===== src/rtl/branch_resolve_unit_if.sv =====
// Valid/ready bundle between the EX operand muxes, the branch
// resolve unit and the fetch redirect logic.
interface branch_resolve_unit_if #(
  parameter int XLEN = 32
);
  logic            in_valid;
  logic            in_ready;
  logic [2:0]      in_funct3;
  logic [XLEN-1:0] in_rs1;
  logic [XLEN-1:0] in_rs2;
  logic [XLEN-1:0] in_pc;
  logic [XLEN-1:0] in_imm;
  logic            in_pred_taken;
  logic            flush;
  logic            out_valid;
  logic            out_ready;
  logic            out_taken;
  logic            out_mispredict;
  logic [XLEN-1:0] out_redirect_pc;
  logic            out_illegal;

  modport master (
    output in_valid, in_funct3, in_rs1, in_rs2,
    output in_pc, in_imm, in_pred_taken, flush,
    output out_ready,
    input  in_ready, out_valid, out_taken,
    input  out_mispredict, out_redirect_pc,
    input  out_illegal
  );

  modport slave (
    input  in_valid, in_funct3, in_rs1, in_rs2,
    input  in_pc, in_imm, in_pred_taken, flush,
    input  out_ready,
    output in_ready, out_valid, out_taken,
    output out_mispredict, out_redirect_pc,
    output out_illegal
  );
endinterface


===== src/rtl/branch_resolve_unit.sv =====
// Two-stage branch resolver: compares, decodes funct3, emits redirect.
// Optional statistics counters enabled by defining BRU_STATS_EN.
module branch_resolve_unit #(
  parameter int XLEN  = 32,
  parameter int CNT_W = 16
) (
  input  logic                  clk,
  input  logic                  rst,
  branch_resolve_unit_if.slave  bus
`ifdef BRU_STATS_EN
  ,
  output logic [CNT_W-1:0]      stat_branches,
  output logic [CNT_W-1:0]      stat_mispredicts
`endif
);

  typedef struct packed {
    logic            eq;
    logic            lt;
    logic            ltu;
    logic [XLEN-1:0] target;
    logic [XLEN-1:0] pc4;
    logic [2:0]      funct3;
    logic            pred;
  } s1_t;

  s1_t             s1_q;
  s1_t             s1_d;
  logic            s1_valid;
  logic            s2_valid;
  logic            s1_adv;
  logic            s2_adv;

  logic            taken_q;
  logic            mis_q;
  logic [XLEN-1:0] redir_q;
  logic            ill_q;

  logic            taken_d;
  logic            mis_d;
  logic [XLEN-1:0] redir_d;
  logic            ill_d;
  logic            cond;

  assign s2_adv = !s2_valid || bus.out_ready;
  assign s1_adv = !s1_valid || s2_adv;

  assign bus.in_ready        = s1_adv;
  assign bus.out_valid       = s2_valid;
  assign bus.out_taken       = taken_q;
  assign bus.out_mispredict  = mis_q;
  assign bus.out_redirect_pc = redir_q;
  assign bus.out_illegal     = ill_q;

  always_comb begin
    s1_d        = '0;
    s1_d.eq     = bus.in_rs1 == bus.in_rs2;
    s1_d.lt     = $signed(bus.in_rs1)
                < $signed(bus.in_rs2);
    s1_d.ltu    = bus.in_rs1 < bus.in_rs2;
    s1_d.target = bus.in_pc + bus.in_imm;
    s1_d.pc4    = bus.in_pc + XLEN'(4);
    s1_d.funct3 = bus.in_funct3;
    s1_d.pred   = bus.in_pred_taken;
  end

  // 010/011 fall into default: never taken, flagged illegal
  always_comb begin
    cond  = 1'b0;
    ill_d = 1'b0;
    unique case (s1_q.funct3)
      3'b000:  cond = s1_q.eq;
      3'b001:  cond = !s1_q.eq;
      3'b100:  cond = s1_q.lt;
      3'b101:  cond = !s1_q.lt;
      3'b110:  cond = s1_q.ltu;
      3'b111:  cond = !s1_q.ltu;
      default: ill_d = 1'b1;
    endcase
    taken_d = cond;
    mis_d   = taken_d != s1_q.pred;
    redir_d = taken_d ? s1_q.target : s1_q.pc4;
  end

  always_ff @(posedge clk) begin
    if (rst) begin
      s1_valid <= 1'b0;
      s2_valid <= 1'b0;
      s1_q     <= '0;
      taken_q  <= 1'b0;
      mis_q    <= 1'b0;
      redir_q  <= '0;
      ill_q    <= 1'b0;
    end else begin
      if (s2_adv && s1_valid) begin
        taken_q <= taken_d;
        mis_q   <= mis_d;
        redir_q <= redir_d;
        ill_q   <= ill_d;
      end
      if (s1_adv && bus.in_valid) begin
        s1_q <= s1_d;
      end
      // flush only kills valids; stale data is harmless
      if (bus.flush) begin
        s1_valid <= 1'b0;
        s2_valid <= 1'b0;
      end else begin
        if (s2_adv) s2_valid <= s1_valid;
        if (s1_adv) s1_valid <= bus.in_valid;
      end
    end
  end

`ifdef BRU_STATS_EN
  logic fire;
  assign fire = s2_valid && bus.out_ready;

  always_ff @(posedge clk) begin
    if (rst) begin
      stat_branches    <= '0;
      stat_mispredicts <= '0;
    end else if (fire) begin
      if (stat_branches != '1)
        stat_branches <= stat_branches + 1'b1;
      if (mis_q && stat_mispredicts != '1)
        stat_mispredicts <= stat_mispredicts + 1'b1;
    end
  end
`else
  logic unused_cnt_w;
  assign unused_cnt_w = (CNT_W != 0);
`endif

endmodule


===== src/flat_wrapper.sv =====
// flat-port wrapper written by rule: the top's interface ports become plain ports
module branch_resolve_unit_flat 
#(
  parameter int XLEN  = 32,
  parameter int CNT_W = 16
)
  (clk, rst, bus_in_valid, bus_in_funct3, bus_in_rs1, bus_in_rs2, bus_in_pc, bus_in_imm, bus_in_pred_taken, bus_flush, bus_out_ready, bus_in_ready, bus_out_valid, bus_out_taken, bus_out_mispredict, bus_out_redirect_pc, bus_out_illegal);
  branch_resolve_unit_if #(.XLEN(XLEN)) bus_i ();
  input  logic clk;
  input  logic rst;
  input wire logic [$bits(bus_i.in_valid)-1:0] bus_in_valid;
  input wire logic [$bits(bus_i.in_funct3)-1:0] bus_in_funct3;
  input wire logic [$bits(bus_i.in_rs1)-1:0] bus_in_rs1;
  input wire logic [$bits(bus_i.in_rs2)-1:0] bus_in_rs2;
  input wire logic [$bits(bus_i.in_pc)-1:0] bus_in_pc;
  input wire logic [$bits(bus_i.in_imm)-1:0] bus_in_imm;
  input wire logic [$bits(bus_i.in_pred_taken)-1:0] bus_in_pred_taken;
  input wire logic [$bits(bus_i.flush)-1:0] bus_flush;
  input wire logic [$bits(bus_i.out_ready)-1:0] bus_out_ready;
  output wire logic [$bits(bus_i.in_ready)-1:0] bus_in_ready;
  output wire logic [$bits(bus_i.out_valid)-1:0] bus_out_valid;
  output wire logic [$bits(bus_i.out_taken)-1:0] bus_out_taken;
  output wire logic [$bits(bus_i.out_mispredict)-1:0] bus_out_mispredict;
  output wire logic [$bits(bus_i.out_redirect_pc)-1:0] bus_out_redirect_pc;
  output wire logic [$bits(bus_i.out_illegal)-1:0] bus_out_illegal;
  assign bus_i.in_valid = bus_in_valid;
  assign bus_i.in_funct3 = bus_in_funct3;
  assign bus_i.in_rs1 = bus_in_rs1;
  assign bus_i.in_rs2 = bus_in_rs2;
  assign bus_i.in_pc = bus_in_pc;
  assign bus_i.in_imm = bus_in_imm;
  assign bus_i.in_pred_taken = bus_in_pred_taken;
  assign bus_i.flush = bus_flush;
  assign bus_i.out_ready = bus_out_ready;
  assign bus_in_ready = bus_i.in_ready;
  assign bus_out_valid = bus_i.out_valid;
  assign bus_out_taken = bus_i.out_taken;
  assign bus_out_mispredict = bus_i.out_mispredict;
  assign bus_out_redirect_pc = bus_i.out_redirect_pc;
  assign bus_out_illegal = bus_i.out_illegal;
  branch_resolve_unit #(.XLEN(XLEN), .CNT_W(CNT_W)) u_core (.clk(clk), .rst(rst), .bus(bus_i));
endmodule

===== config.mk =====
export PLATFORM = sky130hd
export DESIGN_NAME = branch_resolve_unit_flat
export DESIGN_NICKNAME = d
export VERILOG_FILES = /design/src/rtl/branch_resolve_unit_if.sv /design/src/rtl/branch_resolve_unit.sv /design/src/flat_wrapper.sv
export SDC_FILE = /design/constraint.sdc
export NUM_CORES = 1
export LEC_CHECK = 0
export CAP_MARGIN = 5
export CORE_UTILIZATION = 45
export DETAILED_ROUTE_END_ITERATION = 8
export MAX_ROUTING_LAYER = met4
export PLACE_DENSITY_LB_ADDON = 0.08
export SYNTH_ARGS = -nofsm -noshare
export SYNTH_HDL_FRONTEND = slang
export SYNTH_SLANG_ARGS = --single-unit

===== constraint.sdc =====
create_clock -name clk -period 3.7 [get_ports clk]
set_input_delay 0.37 -clock clk [delete_from_list [all_inputs] [get_ports clk]]
set_output_delay 0.37 -clock clk [all_outputs]
set_load 0.02 [all_outputs]

==> qor.yml, run 1 <==
status:
  status: "complete, no violations"
pwr:
  switchingPower_mw: 0.908
  p_per_area_nw_per_um2: 338
  power_frac_comb_pct: 28.4
  internal-power_mw: 2.20
  p_seq_share_pct: 41.7
  switching_share_pct: 29.3
  p_total_mw: 3.10
  ir_drop_mv: 0.254
  p_leak_nw: 3.64
  clkPwrFrac_pct: 29.9
clock_tree:
  cts.path.max_buffers: 2
  post_cts_buffers: 0
  cts.hold.buffers_added: 0
  cts_root_buf: "clkbuf_16"
  cts_tree: "yes"
  clk_latency_ns: 0.34
  numCtsBuffers: 9
  clk_pin_slew_ns: 0.07
  h-tree-depth: 3
  clock-sinks: 108
  cts_resized: 0
die:
  core.rowCount: 45
  die_area_um2: 16100
  die_w_um: 127
  initial_core_util_pct: 46.2
  core-area_um2: 15200
  die_h_um: 127
  io_pins: 174
setup_path:
  critPathCaptureType: "flop"
  crit_start: "bus_in_pc[0]"
  cp-start-kind: "primary input"
  cp.required_ns: 3.93
  crit_fanout: 5
  path_delay_family: "compound AO/OA/AOI/OAI gates"
  crit_path_top_delay_cell: "fa_1"
  critPathKind: "primary input to flop"
  critical_path_buf_inv_count: 1
  crit_path_max_incr_delay_ns: 0.49
  r2r_start: "u_core.s1_q[3]$_SDFFE_PP0P_"
  crit_chain: "clkdlybuf4s50_1, ha_1, fa_1, a211oi_2, nor2_1, o311ai_4, a22oi_4, a31oi_4, o21ai_2, nor4b_4, a311o_1"
  critical_path_arrival_ns: 3.15
sta:
  fin_crit_sh_pct: 78.9
  worst_slew_pin_slew_ns: 0.951
  period_needed_ns: 2.92
  slew_headroom_pct: 36.3
  clock.fmax_ghz: 0.342
  whs_ns: 0.451
  finalSetupTns_ns: 0
  finalHoldViolations: 0
  skew_ns: 0.00550
  finalSetupViolCount: 0
  rsz0062_at_grt: "false"
  maxSlewViolCount: 0
route:
  drc: 0
  via_count: 6515
  wl_per_cell_um: 15.4
  wl_met1_mm: 9.40
  top_layer: "met4"
  avgViaCountPerCell: 5.40
  first_pass_iters: 5
  dr.first_iter.drc_count: 430
  ant_nets: 0
  wl_met2_mm: 7.65
  wl_met3_mm: 1.27
  routed_wl_mm: 18.6
synth:
  syn_avg_cell_area_um2: 8.13
  synth_edf_count: 0
  synth_compound_area_share_pct: 23.1
  synth_top_family_by_area: "compound AO/OA/AOI/OAI gates"
  synth_ff_type: "dfxtp_1"
  synth_common_cells: "108 x dfxtp_1, 100 x nand2_1, 89 x nor2_1, 80 x a21oi_1, 64 x ha_1"
  syn_inst: 864
  seq_area_frac_synth_pct: 30.8
  synth_area_leader_cell: "dfxtp_1"
  synth_top_area_share_pct: 30.8
  syn_area_um2: 7020
  synth_xor_area_share_pct: 6.48
  synth_warnings: 0
  synth.most_common_cell: "dfxtp_1"
  yosys.area_share.simple_pct: 18.6
  synth_area_leaders: "dfxtp_1 31%, ha_1 11%, a211oi_1 5.9%"
  synth_cell_types: 61
  synth_mux_area_share_pct: 4.85
  ys_seq_elements: 108
  async_reset_ff_share_pct: 0
  synth_fp_nets: 1066
  synthAdderAreaFrac_pct: 11.7
final_layout:
  fill_cells: 1454
  diodes: 0
  area_growth_pct: 30.9
  drive_gt1_share_pct: 4.52
  finalNetCount: 1216
  final_area_um2: 9190
global_routing:
  grt_pass1_vias: 5887
  grt_overflow: 0
  grt_antenna_before_repair: 0
  grtUsageTotal_pct: 23.8
  grt_pass1_wl_mm: 29.8
  grt_max_degree: 53
place:
  dp_hpwl_mm: 14.6
  place_area_um2: 8900
  numPortBuffers: 173
  gp_congestion: 0.919
run:
  cap_violations: 0
worst_hold_path:
  hold_class: "flop to flop"
  min-delay-start: "u_core.s1_q[59]$_SDFFE_PP0P_"
worst register-to-register path, cell delays in order (launching register included):
cell	delay, ns
dfxtp_1	0.38
mux2i_1	0.23
xor2_1	0.12
o21ai_4	0.75
buf_4	0.34
mux2i_1	0.25
a211oi_1	0.10
power groups by stage:
stage          clock [mW]  sequential, mW  combinational [mW]
2_1_floorplan           0            1.33               0.516
3_3_place_gp            0            1.32               0.872
3_5_place_dp            0            1.32               0.875
4_1_cts             0.944            1.29               0.880
5_1_grt             0.984            1.30               0.974
6_report            0.928            1.29               0.882
sequential cells by signal, indices dropped and copies added (netlist names):
signal	flops
u_core.s1_valid	1
u_core.bus.out_valid	1
u_core.s1_q	71
u_core.bus.out_redirect_pc	32
u_core.bus.out_illegal	1
u_core.bus.out_taken	1
u_core.bus.out_mispredict	1
placed cells by master, fill, tap and decap left out, types with 4 or more instances in the layout:
cell             count
a211oi_1            55
a21o_1              25
a21oi_1             80
a311oi_1             5
a31oi_1              4
and3_1              10
buf_4               10
clkbuf_16            9
clkbuf_8             4
clkdlybuf4s50_1    172
dfxtp_1            108
ha_1                64
inv_1               40
mux2i_1             34
nand2_1            100
nand3_1             16
nand4_1             23
nor2_1              89
nor3_1              11
o21ai_0             36
o21bai_1             8
or3_1                6
xnor2_1             25
xor2_1              27
stage by stage:
step | cells | worst slack, ns | util, %
after floorplan | 864 | 1.11 | -
after detailed placement | 1191 | 0.411 | 58.6
after global placement | 1191 | 0.436 | 58.6
final | 1206 | 0.780 | 60.5
after global routing | 1206 | 0.606 | 60.5
after CTS | 1206 | 0.767 | 60.5
layout make-up:
| cell class | count | area (um2) | area share, % |
|---|---|---|---|
| multi-input cells | 673 | 4560 | 49.6 |
| flip-flops and latches | 108 | 2160 | 23.5 |
| repair buffers | 182 | 1800 | 19.5 |
| clock buffers | 14 | 284 | 3.09 |
| well taps | 188 | 235 | 2.56 |
| inverters | 40 | 150 | 1.63 |
| clock inverters | 1 | 5.00 | 0.0544 |
layer usage:
metal,global-route usage (%),vias to the layer above
met3,3.25,17
met1,33.9,2882
met2,35.3,219
met5,-,-
li1,-,3397
met4,6.23,0
cells by family (layout without fill, tap and decap cells):
family	count (synthesis)	in the layout
mux	34	34
fa+ha+maj	65	65
simple gates	278	278
buf+inv	83	237
compound gates	244	244
xor+xnor	52	52
flops	108	108
path summary, 6_finish.rpt:
| path | end | cells after the start | slack, ns |
|---|---|---|---|
| worst max-delay path | u_core.s1_q[62]$_SDFFE_PP0P_ | 11 | 0.78 |
| worst min-delay path | u_core.s1_q[59]$_SDFFE_PP0P_ | 2 | 0.45 |
| worst max register to register | u_core.bus.out_redirect_pc[26]$_SDFFE_PP0P_ | 6 | 1.39 |
| worst min register to register | u_core.s1_q[59]$_SDFFE_PP0P_ | 2 | 0.45 |
Note: power is estimated with default switching activity, not from simulation.
==> run 2: changes to the inputs <==
==> constraint.sdc (replaced) <==
create_clock -name clk -period 2.6 [get_ports clk]
set_input_delay 0.26 -clock clk [delete_from_list [all_inputs] [get_ports clk]]
set_output_delay 0.26 -clock clk [all_outputs]
set_load 0.02 [all_outputs]
==> run 2 against run 1 <==
Against the previous run:
- non-clock buffer count rose by 106
- combinational power rose by 62%
- clock-buffer cell count decreased by 1
- hold slack got worse by 0.11 ns
- highest routed layer unchanged
- setup slack lost 0.65 ns
- sequential share of layout area is 2.0 points lower
- sequential power is 43% higher
- largest power group unchanged
- global-route usage grew 1.1 points
==> qor.yml, run 2 (same netlist as run 1, synthesis figures left out) <==
place:
  gp_congestion: 0.903  # -1.8%
  dp_hpwl_mm: 15.6  # +6.8%
  place_area_um2: 9720  # +9.2%
  numPortBuffers: 173  # unchanged
setup_path:
  path_delay_family: "compound AO/OA/AOI/OAI gates"
  crit_chain: "clkdlybuf4s50_1, fa_2, a211oi_2, nor2_2, o311ai_4, a22oi_4, a31oi_4, o21ai_2, nor4b_4, a311o_1"
  crit_fanout: 3  # -2
  cp.required_ns: 2.83  # -1.10 ns
  critical_path_arrival_ns: 2.71  # -0.44 ns
  cp-start-kind: "primary input"
  critPathCaptureType: "flop"
  critical_path_buf_inv_count: 1  # unchanged
  crit_path_max_incr_delay_ns: 0.46  # -0.03 ns
  crit_path_top_delay_cell: "clkdlybuf4s50_1"
  critPathKind: "primary input to flop"
clock_tree:
  cts.path.max_buffers: 2  # unchanged
  cts_root_buf: "clkbuf_16"
  h-tree-depth: 3  # unchanged
  clk_pin_slew_ns: 0.07  # about the same
  numCtsBuffers: 9  # unchanged
  clk_latency_ns: 0.34  # about the same
  clock-sinks: 108  # unchanged
  cts.hold.buffers_added: 0  # unchanged
  cts_tree: "yes"
sta:
  period_needed_ns: 2.47
  slew_headroom_pct: 34.1  # -2.3 points
  fin_crit_sh_pct: 95.2
  skew_ns: 0.00739  # +0.00188 ns
  maxSlewViolCount: 0  # unchanged
  rsz0062_at_grt: "false"
  finalHoldViolations: 0  # unchanged
  clock.fmax_ghz: 0.404
  worst_slew_pin_slew_ns: 0.987  # +0.0354 ns
  finalSetupViolCount: 0  # unchanged
pwr:
  ir_drop_mv: 0.355  # +40%
  p_per_area_nw_per_um2: 463  # +37%
  p_total_mw: 4.66  # +50%
  switching_share_pct: 28.7  # -0.54 points
  p_leak_nw: 4.16  # +14%
  internal-power_mw: 3.32  # +51%
  p_seq_share_pct: 39.6  # -2.1 points
  clkPwrFrac_pct: 29.7  # -0.2 points
  switchingPower_mw: 1.34  # +47%
  power_frac_comb_pct: 30.7  # +2.3 points
final_layout:
  area_growth_pct: 43.2
  fill_cells: 1393  # -4.2%
  largest_register_ff_count: 71  # unchanged
  diodes: 0  # unchanged
  final_core_util_pct: 66.2  # +5.7 points
  final_common_cell: "clkdlybuf4s50_1"
  final_cell_mix: "170 x clkdlybuf4s50_1, 113 x buf_4, 108 x dfxtp_1, 100 x nand2_1, 88 x nor2_1"
  drive_gt1_share_pct: 14.0  # +9.4 points
  largest-register: "u_core.s1_q"
  finalNetCount: 1322  # +8.7%
  final_area_um2: 10100  # +9.4%
die:
  die_w_um: 127  # unchanged
  die_area_um2: 16100  # unchanged
  die_h_um: 127  # unchanged
  core-area_um2: 15200  # unchanged
  core.rowCount: 45  # unchanged
  io_pins: 174  # unchanged
  initial_core_util_pct: 46.2  # unchanged
global_routing:
  grt_pass1_wl_mm: 31.5  # +5.9%
  grt_max_degree: 63  # +19%
  grt_pass1_vias: 6404  # +8.8%
  grtUsageTotal_pct: 24.9  # +1.1 points
  grt_overflow: 0  # unchanged
  grt_antenna_before_repair: 0  # unchanged
route:
  first_pass_iters: 4  # -1
  avgViaCountPerCell: 5.21  # -3.6%
  drc: 0  # unchanged
  wl_per_cell_um: 14.7  # -4.5%
  via_count: 6836  # +4.9%
  ant_nets: 0  # unchanged
  routed_wl_mm: 19.3  # +4.0%
  dr.first_iter.drc_count: 310  # -28%
worst_hold_path:
  hold_class: "primary input to flop"
run:
  cap_violations: 0  # unchanged
status:
  status: "complete, no violations"
## run 2: changes by cell type in the layout (fill, tap and decap cells not counted), moves of 2 or more
| cell | change |
|---|---|
| buf_4 | +103 |
| buf_12 | +3 |
| clkbuf_8 | -2 |
| clkdlybuf4s50_1 | -2 |
| clkinvlp_4 | +2 |
| dlygate4sd2_1 | +2 |
## run 2: worst paths after layout
check,start,to,slack (ns),cells past startpoint
max,bus_in_imm[1],u_core.s1_q[62]$_SDFFE_PP0P_,0.13,10
min,bus_in_pc[0],u_core.s1_q[4]$_SDFFE_PP0P_,0.34,3
max reg2reg,u_core.bus.out_valid$_SDFFE_PP0P_,u_core.bus.out_redirect_pc[2]$_SDFFE_PP0P_,0.57,5
min reg2reg,u_core.s1_q[39]$_SDFFE_PP0P_,u_core.s1_q[39]$_SDFFE_PP0P_,0.45,2
## run 2: metal layers
layer  wire [um]  vias up  track usage [%]  part of all wire [%]
met4         160        0             5.18                  0.83
li1            -     3609                -                     -
met1        9760     3022             34.5                    51
met3         978       12             3.37                   5.1
met5           0        -                -                     0
met2        8400      193             38.7                    44
## run 2: layout make-up
| class | instances | area [um2] | area share, % |
|---|---|---|---|
| clock buffer | 13 | 260 | 2.59 |
| multi-input combinational | 673 | 4580 | 45.5 |
| inverter | 40 | 150 | 1.49 |
| sequential | 108 | 2160 | 21.5 |
| tap | 188 | 235 | 2.34 |
| clock inverter | 3 | 45.0 | 0.448 |
| timing repair buffer | 288 | 2630 | 26.1 |
## run 2: tightest hold or removal path, delay by kind of cell
kind	cells	cell delay, ns
buffers and inverters	1	0.25
AND/OR/NAND/NOR	1	0.07
AO/OA/AOI/OAI	1	0.05
## run 2: timing repair
action	CTS	global route
gates resized for setup	5	2
pin swaps	9	1
endpoints found under the setup margin	5	5
buffers inserted	2	0
## run 2: power groups by stage
stage               sequential (mW)  combinational [mW]  clock, mW
floorplan                      1.89               0.734          0
global placement               1.88                1.40          0
detailed placement             1.88                1.42          0
CTS                            1.84                1.43       1.41
global route                   1.86                1.58       1.48
finish                         1.84                1.43       1.39
## run 2: per-stage QoR
stage | cells | setup slack [ns] | hold slack [ns] | TNS, ns
after global placement | 1295 | -0.423 | 0.438 | -3.38
after detailed placement | 1295 | -0.468 | 0.445 | -4.36
after global routing | 1313 | 0.00753 | 0.359 | 0
after CTS | 1313 | 0.0685 | 0.338 | 0
after floorplan | 864 | 0.119 | 0.337 | 0
final | 1313 | 0.125 | 0.342 | 0
